===== src/rtl/svc_rv_mem_pkg.sv =====
// Shared types for the RV core memory arbiter.
// Read-owner encoding and streak counter width.
package svc_rv_mem_pkg;

    localparam int STREAK_W = 4;

    typedef enum logic [1:0] {
        RD_NONE = 2'd0,
        RD_I    = 2'd1,
        RD_D    = 2'd2
    } mem_owner_t;

endpackage


===== src/rtl/svc_rv_arb_streak.sv =====
// Saturating count of D grants made while a fetch waits.
// Raises force_i once fetch has been held off long enough.
module svc_rv_arb_streak
    import svc_rv_mem_pkg::*;
#(
    parameter int MAX_D_STREAK = 4
) (
    input  logic clk,
    input  logic rst,
    input  logic i_req_valid,
    input  logic i_grant,
    input  logic d_grant,
    output logic force_i
);

    localparam logic [STREAK_W-1:0] MAX = STREAK_W'(MAX_D_STREAK);

    logic [STREAK_W-1:0] streak;

    always_ff @(posedge clk) begin
        if (rst) begin
            streak <= '0;
        end else if (!i_req_valid || i_grant) begin
            streak <= '0;
        end else if (d_grant && (streak != MAX)) begin
            streak <= streak + 1'b1;
        end
    end

    assign force_i = i_req_valid && (streak == MAX);

endmodule


===== src/rtl/svc_rv_mem_arb.sv =====
// Shares one single-ported synchronous RAM between fetch (I)
// and load/store (D); D wins unless fetch has starved too long.
module svc_rv_mem_arb
    import svc_rv_mem_pkg::*;
#(
    parameter int XLEN         = 32,
    parameter int AW           = 10,
    parameter int MAX_D_STREAK = 4
) (
    input  logic              clk,
    input  logic              rst,

    input  logic              i_req_valid,
    output logic              i_req_ready,
    input  logic [XLEN-1:0]   i_req_addr,
    output logic              i_rd_valid,
    output logic [XLEN-1:0]   i_rd_data,

    input  logic              d_req_valid,
    output logic              d_req_ready,
    input  logic [XLEN-1:0]   d_req_addr,
    input  logic              d_req_write,
    input  logic [XLEN-1:0]   d_req_wdata,
    input  logic [XLEN/8-1:0] d_req_wstrb,
    output logic              d_rd_valid,
    output logic [XLEN-1:0]   d_rd_data,

    output logic              mem_en,
    output logic              mem_we,
    output logic [AW-1:0]     mem_addr,
    output logic [XLEN-1:0]   mem_wdata,
    output logic [XLEN/8-1:0] mem_wstrb,
    input  logic [XLEN-1:0]   mem_rdata
);

    logic       force_i;
    logic       i_grant;
    logic       d_grant;
    mem_owner_t owner;

    svc_rv_arb_streak #(
        .MAX_D_STREAK (MAX_D_STREAK)
    ) u_streak (
        .clk         (clk),
        .rst         (rst),
        .i_req_valid (i_req_valid),
        .i_grant     (i_grant),
        .d_grant     (d_grant),
        .force_i     (force_i)
    );

    // force_i already implies i_req_valid
    assign d_grant = !rst && d_req_valid && !force_i;
    assign i_grant = !rst && i_req_valid && (!d_req_valid || force_i);

    assign i_req_ready = i_grant;
    assign d_req_ready = d_grant;

    always_comb begin
        mem_en    = i_grant || d_grant;
        mem_we    = d_grant && d_req_write;
        mem_addr  = '0;
        mem_wdata = '0;
        mem_wstrb = '0;
        unique case (1'b1)
            d_grant: begin
                mem_addr = d_req_addr[AW+1:2];
                if (d_req_write) begin
                    mem_wdata = d_req_wdata;
                    mem_wstrb = d_req_wstrb;
                end
            end
            i_grant: begin
                mem_addr = i_req_addr[AW+1:2];
            end
            default: begin
            end
        endcase
    end

    always_ff @(posedge clk) begin
        if (rst) begin
            owner <= RD_NONE;
        end else if (i_grant) begin
            owner <= RD_I;
        end else if (d_grant && !d_req_write) begin
            owner <= RD_D;
        end else begin
            owner <= RD_NONE;
        end
    end

    // A read caught by reset must not surface
    assign i_rd_valid = !rst && (owner == RD_I);
    assign d_rd_valid = !rst && (owner == RD_D);
    assign i_rd_data  = i_rd_valid ? mem_rdata : '0;
    assign d_rd_data  = d_rd_valid ? mem_rdata : '0;

    logic unused_addr_bits;
    assign unused_addr_bits = ^{i_req_addr[XLEN-1:AW+2], i_req_addr[1:0],
                                d_req_addr[XLEN-1:AW+2], d_req_addr[1:0]};

endmodule

===== config.mk =====
export PLATFORM = sky130hd
export DESIGN_NAME = svc_rv_mem_arb
export DESIGN_NICKNAME = d
export VERILOG_FILES = /design/src/rtl/svc_rv_mem_pkg.sv /design/src/rtl/svc_rv_arb_streak.sv /design/src/rtl/svc_rv_mem_arb.sv
export SDC_FILE = /design/constraint.sdc
export NUM_CORES = 1
export LEC_CHECK = 0
export ABC_AREA = 1
export CORE_AREA = 2 2 98 100
export DETAILED_ROUTE_END_ITERATION = 8
export DIE_AREA = 0 0 100 102
export GPL_ROUTABILITY_DRIVEN = 0
export RECOVER_POWER = 100
export SLEW_MARGIN = 20
export SYNTH_ARGS = -nofsm -noshare
export SYNTH_HDL_FRONTEND = slang
export SYNTH_SLANG_ARGS = --single-unit

===== constraint.sdc =====
create_clock -name clk -period 2.5 [get_ports clk]
set_input_delay 0.75 -clock clk [delete_from_list [all_inputs] [get_ports clk]]
set_output_delay 0.75 -clock clk [all_outputs]
set_load 0.03 [all_outputs]

Word-level counts from Yosys, hierarchy flattened

Cells that the tools add are included.
W data, S select, Z words.

Add/subtract/negate cells: 1
$mul: 0
Divide/modulo/power cells: 0
Magnitude comparators: 0
Equal/unequal tests: 4
Shift-type cells: 0
Mux-type cells: 9
Bitwise logic cells: 0
Reduce and logical (&&, ||, !) cells: 20

Operators by type and width:

| kind                  | count |
|---|---|
| $mux W32              | 4 |
| $pmux W10 S2          | 1 |
| $logic_and A1 B1 Y1   | 10 |
| $mux W4               | 2 |
| $logic_not A1 Y1      | 5 |
| $add A4 B1 Y4 const B | 1 |
| $eq A4 B3 Y1 const B  | 1 |
| $ne A4 B3 Y1 const B  | 1 |
| $reduce_or A2 Y1      | 2 |
| $logic_or A1 B1 Y1    | 3 |
| $eq A2 B1 Y1 const B  | 1 |
| $eq A2 B2 Y1 const B  | 1 |
| $mux W2               | 1 |
| $mux W1               | 1 |

Register bits: 6
Latch bits: 0
Memory bits (writable): 0
Bits in read-only memories: 0
Bits of input ports: 137
Memories kept: 0

Depth between registers and ports, before layout

Gate-level depths: netlist (run 1).

Depth after elaboration: 7
Mapped depth: 7
Depth with buffers taken out: 6

By module

A second synthesis (run 1) with hierarchy kept.

Cell total of the unflattened synthesis: 275
Area total of the unflattened synthesis: 1267.5 µm²

By module, submodules not included:

| module            | times used | cells each | area each (µm²) |
|---|---|---|---|
| svc_rv_mem_arb    | 1          | 238        | 1019.7 |
| svc_rv_arb_streak | 1          | 37         | 247.7 |

Worst setup path before layout (run 1)

OpenSTA, ideal clock, no wires.

Kind: input-to-output
Start point: input d_req_write
End point: output mem_wdata[10]
Data arrival time: 1681 ps
Data required time: 1750 ps
Slack: 69 ps
Cell stages on the path: 4
Cell sequence: buf_2 > clkbuf_1 > nand2_1 > nor2_1

Word-level cells in the longest chain between the ends: 2

RTL lines:

| element            | line                 | RTL |
|---|---|---|
| start: declaration | svc_rv_mem_arb.sv:22 | `input logic d_req_write,` |
| $mux W32           | svc_rv_mem_arb.sv:68 | `if (d_req_write) begin` |
| $mux W32           | svc_rv_mem_arb.sv:65 | `unique case (1'b1)` |
| end: declaration   | svc_rv_mem_arb.sv:31 | `output logic [XLEN-1:0] mem_wdata,` |

Every way passes these cells.

Final worst setup path (run 1)

Start point: input rst
End point: output mem_wdata[31]

Word-level cells in the longest chain between the ends: 4

RTL lines:

| element                           | line                 | RTL |
|---|---|---|
| start: declaration                | svc_rv_mem_arb.sv:11 | `input logic rst,` |
| $logic_not A1 Y1                  | svc_rv_mem_arb.sv:53 | `assign d_grant = !rst && d_req_valid && !force_i;` |
| $logic_and A1 B1 Y1 (2 in series) | svc_rv_mem_arb.sv:53 |  |
| $mux W32                          | svc_rv_mem_arb.sv:65 |  |

Every way passes these cells.

==> results.toml, run 1 <==
[clock_network]
cts_max_level = 1
clkTransAtPathRegs_ns = 0.03
ctsLongestPathBuffers = 2
clkLatencyLatePin_ns = 0.22
clock_sinks = 6
cts_tree = "yes"
hold_buffers = 0
cts_root_buffer = "clkbuf_8"
numCtsBuffers = 3

[power_and_ir_drop]
p_sw_share_pct = 37.16
power.density_nw_per_um2 = 203.2
p_switching_uw = 280.3
p_clk_share_pct = 18.6
p_leak_nw = 1.928
power.share.sequential_pct = 13.2
pwr-share-comb_pct = 68.2
p_int_uw = 474.1
finalPower_uw = 754.5
ir_drop_mv = 0.1199

[final_layout]
design_area_sq_um = 3712
finalNetCount = 621
fillers = 924
diodes = 0
finalNonFillerCells = 591
drive_above_1_share_pct = 39.58
utilization_pct = 40.76
areaGrowthSynthToFinish_pct = 213.0
mostFrequentLayoutCell = "buf_4"
layout_common_cells = "buf_4 (105), clkdlybuf4s50_1 (88), nor2_1 (74)"

[worst_setup_path]
worstPathMaxFanout = 10
arrival_ns = 1.71
crit_required_ns = 1.75
r2r_setup_slack_ns = 1.03
critPathLaunch = "rst"
rr_endpoint = "owner[1]"
critPathLaunchType = "input port"
end_kind = "output pin"
reg2reg_from = "u_streak.streak[1]"
rr_worst_depth = 9
crit_type = "input port to output pin"

[detailed_routing]
ant_nets = 0
drc = 0
wirelength_microns = 6545
drt-initial-drc-count = 63
viasPerCell = 3.948
firstDrtPassIters = 4
wl_per_cell_microns = 11.07
vias = 2333

[placement]
place_hpwl_microns = 4760
place_area_sq_um = 3168
port-buffer-count = 208
numPlacedInstances = 573

[floorplanning]
dieArea_sq_um = 10200
num_io_pins = 253
initial_core_util_pct = 13.02
rows = 35
core-area_sq_um = 9109
die_height_microns = 102
dieWidth_microns = 100

[yosys]
ys_warn_count = 0
yosys.area_share.simple_pct = 63.92
ys_types = 16
syn-cell-area_sq_um = 1186
synth_fa_ha_area_share_pct = 2.110
syn_avg_cell_area_sq_um = 4.580
synth_nets = 398
synth_top_family_by_area = "simple AND/OR/NAND/NOR gates"
netlist_instances = 259
synth_xor_area_share_pct = 0.7384
synthMuxAreaShare_pct = 0
seq_area_frac_synth_pct = 10.13
synth_compound_area_share_pct = 1.688
synth_seq_cells = 6

[timing]
fin_crit_ns = 2.460
tightest_slew_ns = 0.3149
finalHoldViolCount = 0
final-setup-viol-count = 0
rsz0062_at_grt = "yes"
slew_headroom_pct = 78.96
period_share_pct = 98.39
finClkSkew_ns = 0.0002489
tns_ns = 0
final_max_slew_viol_count = 0
fmax_ghz = 0.4066

[global_routing]
grt_overflow_total = 0
grtUsageTotal_pct = 11.68
grt_pass1_wl_microns = 9777
grt_pass1_vias = 2209
antenna_found_initial = 0
grt_max_degree = 34

[hold_path]
hp-class = "flop to flop"
hold_path_startpoint = "u_streak.streak[0]"
min_to = "u_streak.streak[0]"
worstHoldPathCells = 2

[run]
maxCapViolations = 0

[outcome]
status = "finished clean"
final cells by class:
type | count | area (sq um) | share of cell area (%)
Clock buffer | 3 | 41.29 | 1.112
Sequential cell | 6 | 122.6 | 3.303
Tap cell | 111 | 138.9 | 3.741
Timing Repair Buffer | 235 | 2270 | 61.14
Inverter | 44 | 167.7 | 4.516
Multi-Input combinational cell | 192 | 972.2 | 26.19
logic make-up after synthesis:
logic type,Yosys count
AOI/OAI and AO/OA,3
xor gates and xnor gates,1
adders and majority gates,2
buffers and inverters,61
DFF,6
and+or+nand+nor,186
critical path: stages:
cell	delay [ns]
buf_6	0.10
nor2_4	0.11
nand2_2	0.07
buf_4	0.14
buf_12	0.13
buf_16	0.14
nor2_1	0.08
buf_4	0.16
repair_timing:
item                       4_1_cts  5_1_grt
hold endpoints to repair         0        0
setup endpoints to repair      115       41
resized for setup               84       14
setup buffers                   12        0
cloned                           5        0
pin swaps                        4        3
layer usage:
metal	track usage, %	share of wire [%]	up-vias
met1	11.26	34	1009
met2	24.17	55	128
met3	4.036	11	2
met4	1.791	0.17	0
li1	-	-	1194
met5	0	0	-
worst max path at each step:
stage	end	slack, ns	cells past startpoint
after global placement	d_rd_data[1]	-0.23	6
after detailed placement	d_rd_data[1]	-0.24	6
after floorplan	mem_wdata[10]	0.07	4
after global routing	mem_wdata[17]	-0.01	8
final	mem_wdata[31]	0.04	8
after CTS	mem_wdata[5]	-0.02	10
cells in the mapped netlist:
master,count,area share [%]
a21boi_0,2,1.3
nand2_1,51,16
nor2_2,10,5.3
inv_2,2,0.63
buf_2,11,4.6
xnor2_1,1,0.74
ha_1,2,2.1
nand3_1,24,10
buf_6,1,0.95
nand4_1,2,1.1
nor2_1,99,31
clkbuf_1,4,1.3
a21oi_1,1,0.42
dfxtp_1,6,10
inv_1,42,13
buf_4,1,0.63
state kept, by name, indices dropped and copies added (netlist names):
register and count:
u_streak.streak 4, owner 2
power groups by stage:
stage / combinational, mW / clock [mW] / sequential (mW)
3_5_place_dp: 0.431 / 0 / 0.101
5_1_grt: 0.550 / 0.154 / 0.0998
3_3_place_gp: 0.428 / 0 / 0.101
4_1_cts: 0.515 / 0.147 / 0.0996
2_1_floorplan: 0.188 / 0 / 0.101
6_report: 0.515 / 0.140 / 0.0996
per-stage QoR:
stage	hold WS, ns	setup WS (ns)
2_1_floorplan	0.4411	0.06937
3_3_place_gp	0.4597	-0.2276
3_5_place_dp	0.4697	-0.2422
4_1_cts	0.5132	-0.01919
5_1_grt	0.5387	-0.01287
6_report	0.5074	0.04031
Power figures use the tool's default switching activity.
==> run 2, diff against run 1 <==
- PLACE_DENSITY_LB_ADDON: not set -> 0.25
- SETUP_SLACK_MARGIN: not set -> 0.5
==> results.toml, run 2 (synthesis results as in run 1) <==
[floorplanning]
dieArea_sq_um = 10200
dieWidth_microns = 100
rows = 35
core-area_sq_um = 9109
die_height_microns = 102
num_io_pins = 253
initial_core_util_pct = 13.02

[worst_setup_path]
crit_required_ns = 1.75
cpMostUsedCell = "buf_8"
cp_num_buf_inv = 6
end_kind = "output pin"
crit_path_top_delay_cell = "buf_4"
slowest_delay_ns = 0.19
path_delay_family = "buffers and inverters"
critPathLaunchType = "input port"
worstPathMaxFanout = 4
arrival_ns = 1.70
path_cells = "buf_8 -> buf_8 -> inv_12 -> nand3_4 -> buf_4 -> buf_8 -> nor2_4 -> buf_4"
crit_type = "input port to output pin"

[timing]
finalHoldViolCount = 0
finClkSkew_ns = 0.002459
fin_crit_ns = 2.449
layout_setup_ws_ns = 0.05088
fmax_ghz = 0.4083
final_max_slew_viol_count = 0
whs_ns = 0.5140
final-setup-viol-count = 0
slew_headroom_pct = 74.05
period_share_pct = 97.96
rsz0062_at_grt = "yes"
tightest_slew_ns = 0.3909
tns_ns = 0

[detailed_routing]
viasPerCell = 4.092
firstDrtPassIters = 4
drc = 0
ant_nets = 0
wl_per_cell_microns = 12.93
vias = 2480
wirelength_microns = 7836
drt-initial-drc-count = 44

[placement]
numPlacedInstances = 587
place_ws_ns = -0.5140
place_hpwl_microns = 5701
port-buffer-count = 208
place_area_sq_um = 4095

[final_layout]
largest-register = "u_streak.streak"
diodes = 0
design_area_sq_um = 4621
multi_input_comb_area_sq_um = 1624
largest_reg_flops = 4
regArea_sq_um = 122.6
drive_above_1_share_pct = 62.83
fillers = 895
finalNonFillerCells = 606
layout_common_cells = "nor2_4 (91), clkdlybuf4s50_1 (83), buf_6 (66)"
areaGrowthSynthToFinish_pct = 289.6
top_regs = "u_streak.streak x4, owner x2"
mostFrequentLayoutCell = "nor2_4"
finalNetCount = 636

[clock_network]
ctsLongestPathBuffers = 2
cts_tree = "yes"
clkTransAtPathRegs_ns = 0.04
cts_max_level = 1
cts_root_buffer = "clkbuf_8"
clock_sinks = 6
clkLatencyLatePin_ns = 0.23
numCtsBuffers = 3

[global_routing]
grtUsageTotal_pct = 14.79
grt_pass1_vias = 2605
grt_pass1_wl_microns = 12260
grt_max_degree = 20
grt_overflow_total = 0
antenna_found_initial = 0

[power_and_ir_drop]
p_leak_nw = 2.012
power.density_nw_per_um2 = 183.6
ir_drop_mv = 0.1133

[outcome]
status = "finished clean"

[hold_path]
hp-class = "flop to flop"

[run]
maxCapViolations = 0
==> run 2: what timing repair did <==
item	in CTS	in global routing
setup buffers	9	0
gates resized for setup	193	36
cloned	7	0
hold buffers	0	0
setup endpoints to repair	116	116
pin swaps	27	9
==> run 2: final cells by class <==
type                            instances  area share [%]
Clock buffer                            3          0.8936
Inverter                               44           4.062
Multi-Input combinational cell        192           35.15
Sequential cell                         6           2.654
Tap cell                              111           3.006
Timing Repair Buffer                  250           54.24
==> run 2: worst paths after layout <==
kind | startpoint | cells after the start | to | slack [ns]
worst max register to register | u_streak.streak[1] | 9 | owner[1] | 1.07
worst max-delay path | rst | 8 | d_rd_data[9] | 0.05
worst min register to register | u_streak.streak[0] | 2 | u_streak.streak[0] | 0.51
worst min-delay path | u_streak.streak[0] | 2 | u_streak.streak[0] | 0.51
==> run 2: per-stage QoR <==
stage / power, mW / util (%)
floorplan: 0.3924 / -
global placement: 0.6434 / 44.96
detailed placement: 0.6498 / 44.96
CTS: 0.8957 / 54.97
global route: 0.8931 / 50.73
finish: 0.8484 / 50.73
==> run 2: layer usage <==
| layer | part of all wire [%] | global-route usage [%] |
|---|---|---|
| met1 | 34 | 15.26 |
| met2 | 57 | 30.25 |
| met3 | 8.3 | 3.625 |
| met4 | 1.3 | 2.634 |
| met5 | 0 | 0 |
==> run 2: tightest hold or removal path, delay by kind of cell (launching register included) <==
family                 cells  cell delay (ns)
buffers and inverters      1             0.12
DFF                        1             0.32
and+or+nand+nor            1             0.04
==> run 2: report_power, final <==
part           switching (mW)  internal, mW
clock network          0.0464         0.104
registers             0.00129        0.0986
logic                   0.309         0.289
total                   0.357         0.491
==> run 3, diff against run 2 <==
- CTS_CLUSTER_SIZE: not set -> 8
- GPL_TIMING_DRIVEN: not set -> 0
- MAX_ROUTING_LAYER: not set -> met4
==> results.toml, run 3 (synthesis results as in run 1) <==
[outcome]
status = "finished clean"

[worst_setup_path]
end_kind = "output pin"
critPathLaunch = "i_req_valid"
r2r_setup_slack_ns = 1.14
cp_num_buf_inv = 5
crit_required_ns = 1.75
arrival_ns = 1.70
rr_worst_depth = 8
rr_endpoint = "owner[1]"
cpMostUsedCell = "buf_6"
slowest_delay_ns = 0.16
critPathLaunchType = "input port"
crit_path_top_delay_cell = "nand4_1"
reg2reg_from = "u_streak.streak[0]"
path_delay_family = "buffers and inverters"
worstPathMaxFanout = 5
path_cells = "buf_6 -> nand4_1 -> nand2_4 -> buf_6 -> buf_12 -> buf_6 -> nor2_4 -> buf_4"
crit_type = "input port to output pin"

[timing]
period_share_pct = 97.83
finClkSkew_ns = 0.002131
rsz0062_at_grt = "yes"
final_max_slew_viol_count = 0
slew_headroom_pct = 74.08
finalHoldViolCount = 0
fin_crit_ns = 2.446
tightest_slew_ns = 0.3905
fmax_ghz = 0.4089
final-setup-viol-count = 0

[detailed_routing]
drt-initial-drc-count = 40
viasPerCell = 4.014
firstDrtPassIters = 4
wirelength_microns = 8117
wl_per_cell_microns = 12.64
vias = 2577
drc = 0
ant_nets = 0

[clock_network]
cts_root_buffer = "clkbuf_8"
ctsLongestPathBuffers = 2
clkTransAtPathRegs_ns = 0.03
clkLatencyLatePin_ns = 0.22
cts_max_level = 1
clock_sinks = 6
cts_tree = "yes"
numCtsBuffers = 3

[hold_path]
worstHoldPathCells = 1
min_to = "u_streak.streak[0]"
hp-class = "flop to flop"
hold_path_startpoint = "u_streak.streak[0]"

[power_and_ir_drop]
p_leak_nw = 2.227
p_switching_uw = 357.9
p_int_uw = 502.4
p_sw_share_pct = 41.60
p_clk_share_pct = 16.3
ir_drop_mv = 0.1555
power.density_nw_per_um2 = 179.9
power.share.sequential_pct = 11.6
pwr-share-comb_pct = 72.1

[global_routing]
grt_overflow_total = 0
grt_pass1_wl_microns = 11760
grt_max_degree = 11
antenna_found_initial = 0
grtUsageTotal_pct = 14.80
grt_pass1_vias = 2450

[final_layout]
utilization_pct = 52.51
regArea_sq_um = 125.1
mostFrequentLayoutCell = "nor2_4"
largest-register = "u_streak.streak"
multi_input_comb_area_sq_um = 1623
drive_above_1_share_pct = 66.10
fillers = 869
finalNetCount = 672
diodes = 0
largest_reg_flops = 4
areaGrowthSynthToFinish_pct = 303.3
design_area_sq_um = 4783
top_regs = "u_streak.streak x4, owner x2"
layout_common_cells = "nor2_4 (95), clkbuf_2 (64), clkdlybuf4s50_1 (56)"

[floorplanning]
rows = 35
die_height_microns = 102
initial_core_util_pct = 13.02
core-area_sq_um = 9109
num_io_pins = 253
dieArea_sq_um = 10200
dieWidth_microns = 100

[run]
maxCapViolations = 0

[placement]
place_hpwl_microns = 5783
place_area_sq_um = 4250
port-buffer-count = 207
[run 3: area by class of cell]
cell class / instances / area share, %
Timing Repair Buffer: 268 / 50.95
Inverter: 44 / 3.976
Tap cell: 111 / 2.903
Buffer: 17 / 4.761
Clock buffer: 3 / 0.8632
Multi-Input combinational cell: 193 / 33.93
Sequential cell: 6 / 2.616
[run 3: routing by layer]
metal / GRT usage, % / vias to the layer above / part of all wire, %
li1: - / 1305 / -
met4: 2.002 / 0 / 0.67
met5: - / - / 0
met2: 29.00 / 124 / 55
met1: 15.66 / 1144 / 37
met3: 3.010 / 4 / 7.6
[run 3: timing repair]
item / CTS / global route
gates resized for setup: 805 / 155
pin swaps: 33 / 22
endpoints found under the setup margin: 116 / 116
setup buffers: 30 / 21
hold buffers: 0 / 0
gates cloned: 11 / 0
[run 3: power by group through the flow]
stage | registers (mW) | logic (mW) | clock network, mW
6_report | 0.100 | 0.620 | 0.140
5_1_grt | 0.100 | 0.657 | 0.156
4_1_cts | 0.101 | 0.632 | 0.145
3_5_place_dp | 0.102 | 0.546 | 0
3_3_place_gp | 0.102 | 0.540 | 0
2_1_floorplan | 0.101 | 0.291 | 0
[run 3: through the flow]
stage | cells | TNS (ns) | hold WS, ns | setup WS [ns] | power [mW]
final | 642 | 0 | 0.4382 | 0.05431 | 0.8604
after global routing | 642 | 0 | 0.4566 | 0.01213 | 0.9133
after CTS | 621 | 0 | 0.4498 | 0.03514 | 0.8770
after detailed placement | 577 | -104.61 | 0.4773 | -1.076 | 0.6475
after global placement | 577 | -103.38 | 0.4611 | -1.053 | 0.6415
after floorplan | 259 | 0 | 0.4411 | 0.3102 | 0.3924
[run 3: how the worst max path moves through the flow]
stage | end | slack [ns] | depth (start not counted)
after floorplan | mem_wdata[25] | 0.31 | 5
after global placement | mem_addr[7] | -1.05 | 6
after detailed placement | mem_addr[1] | -1.08 | 6
after CTS | mem_wdata[14] | 0.04 | 8
after global routing | mem_wdata[12] | 0.01 | 8
final | mem_wdata[5] | 0.05 | 8
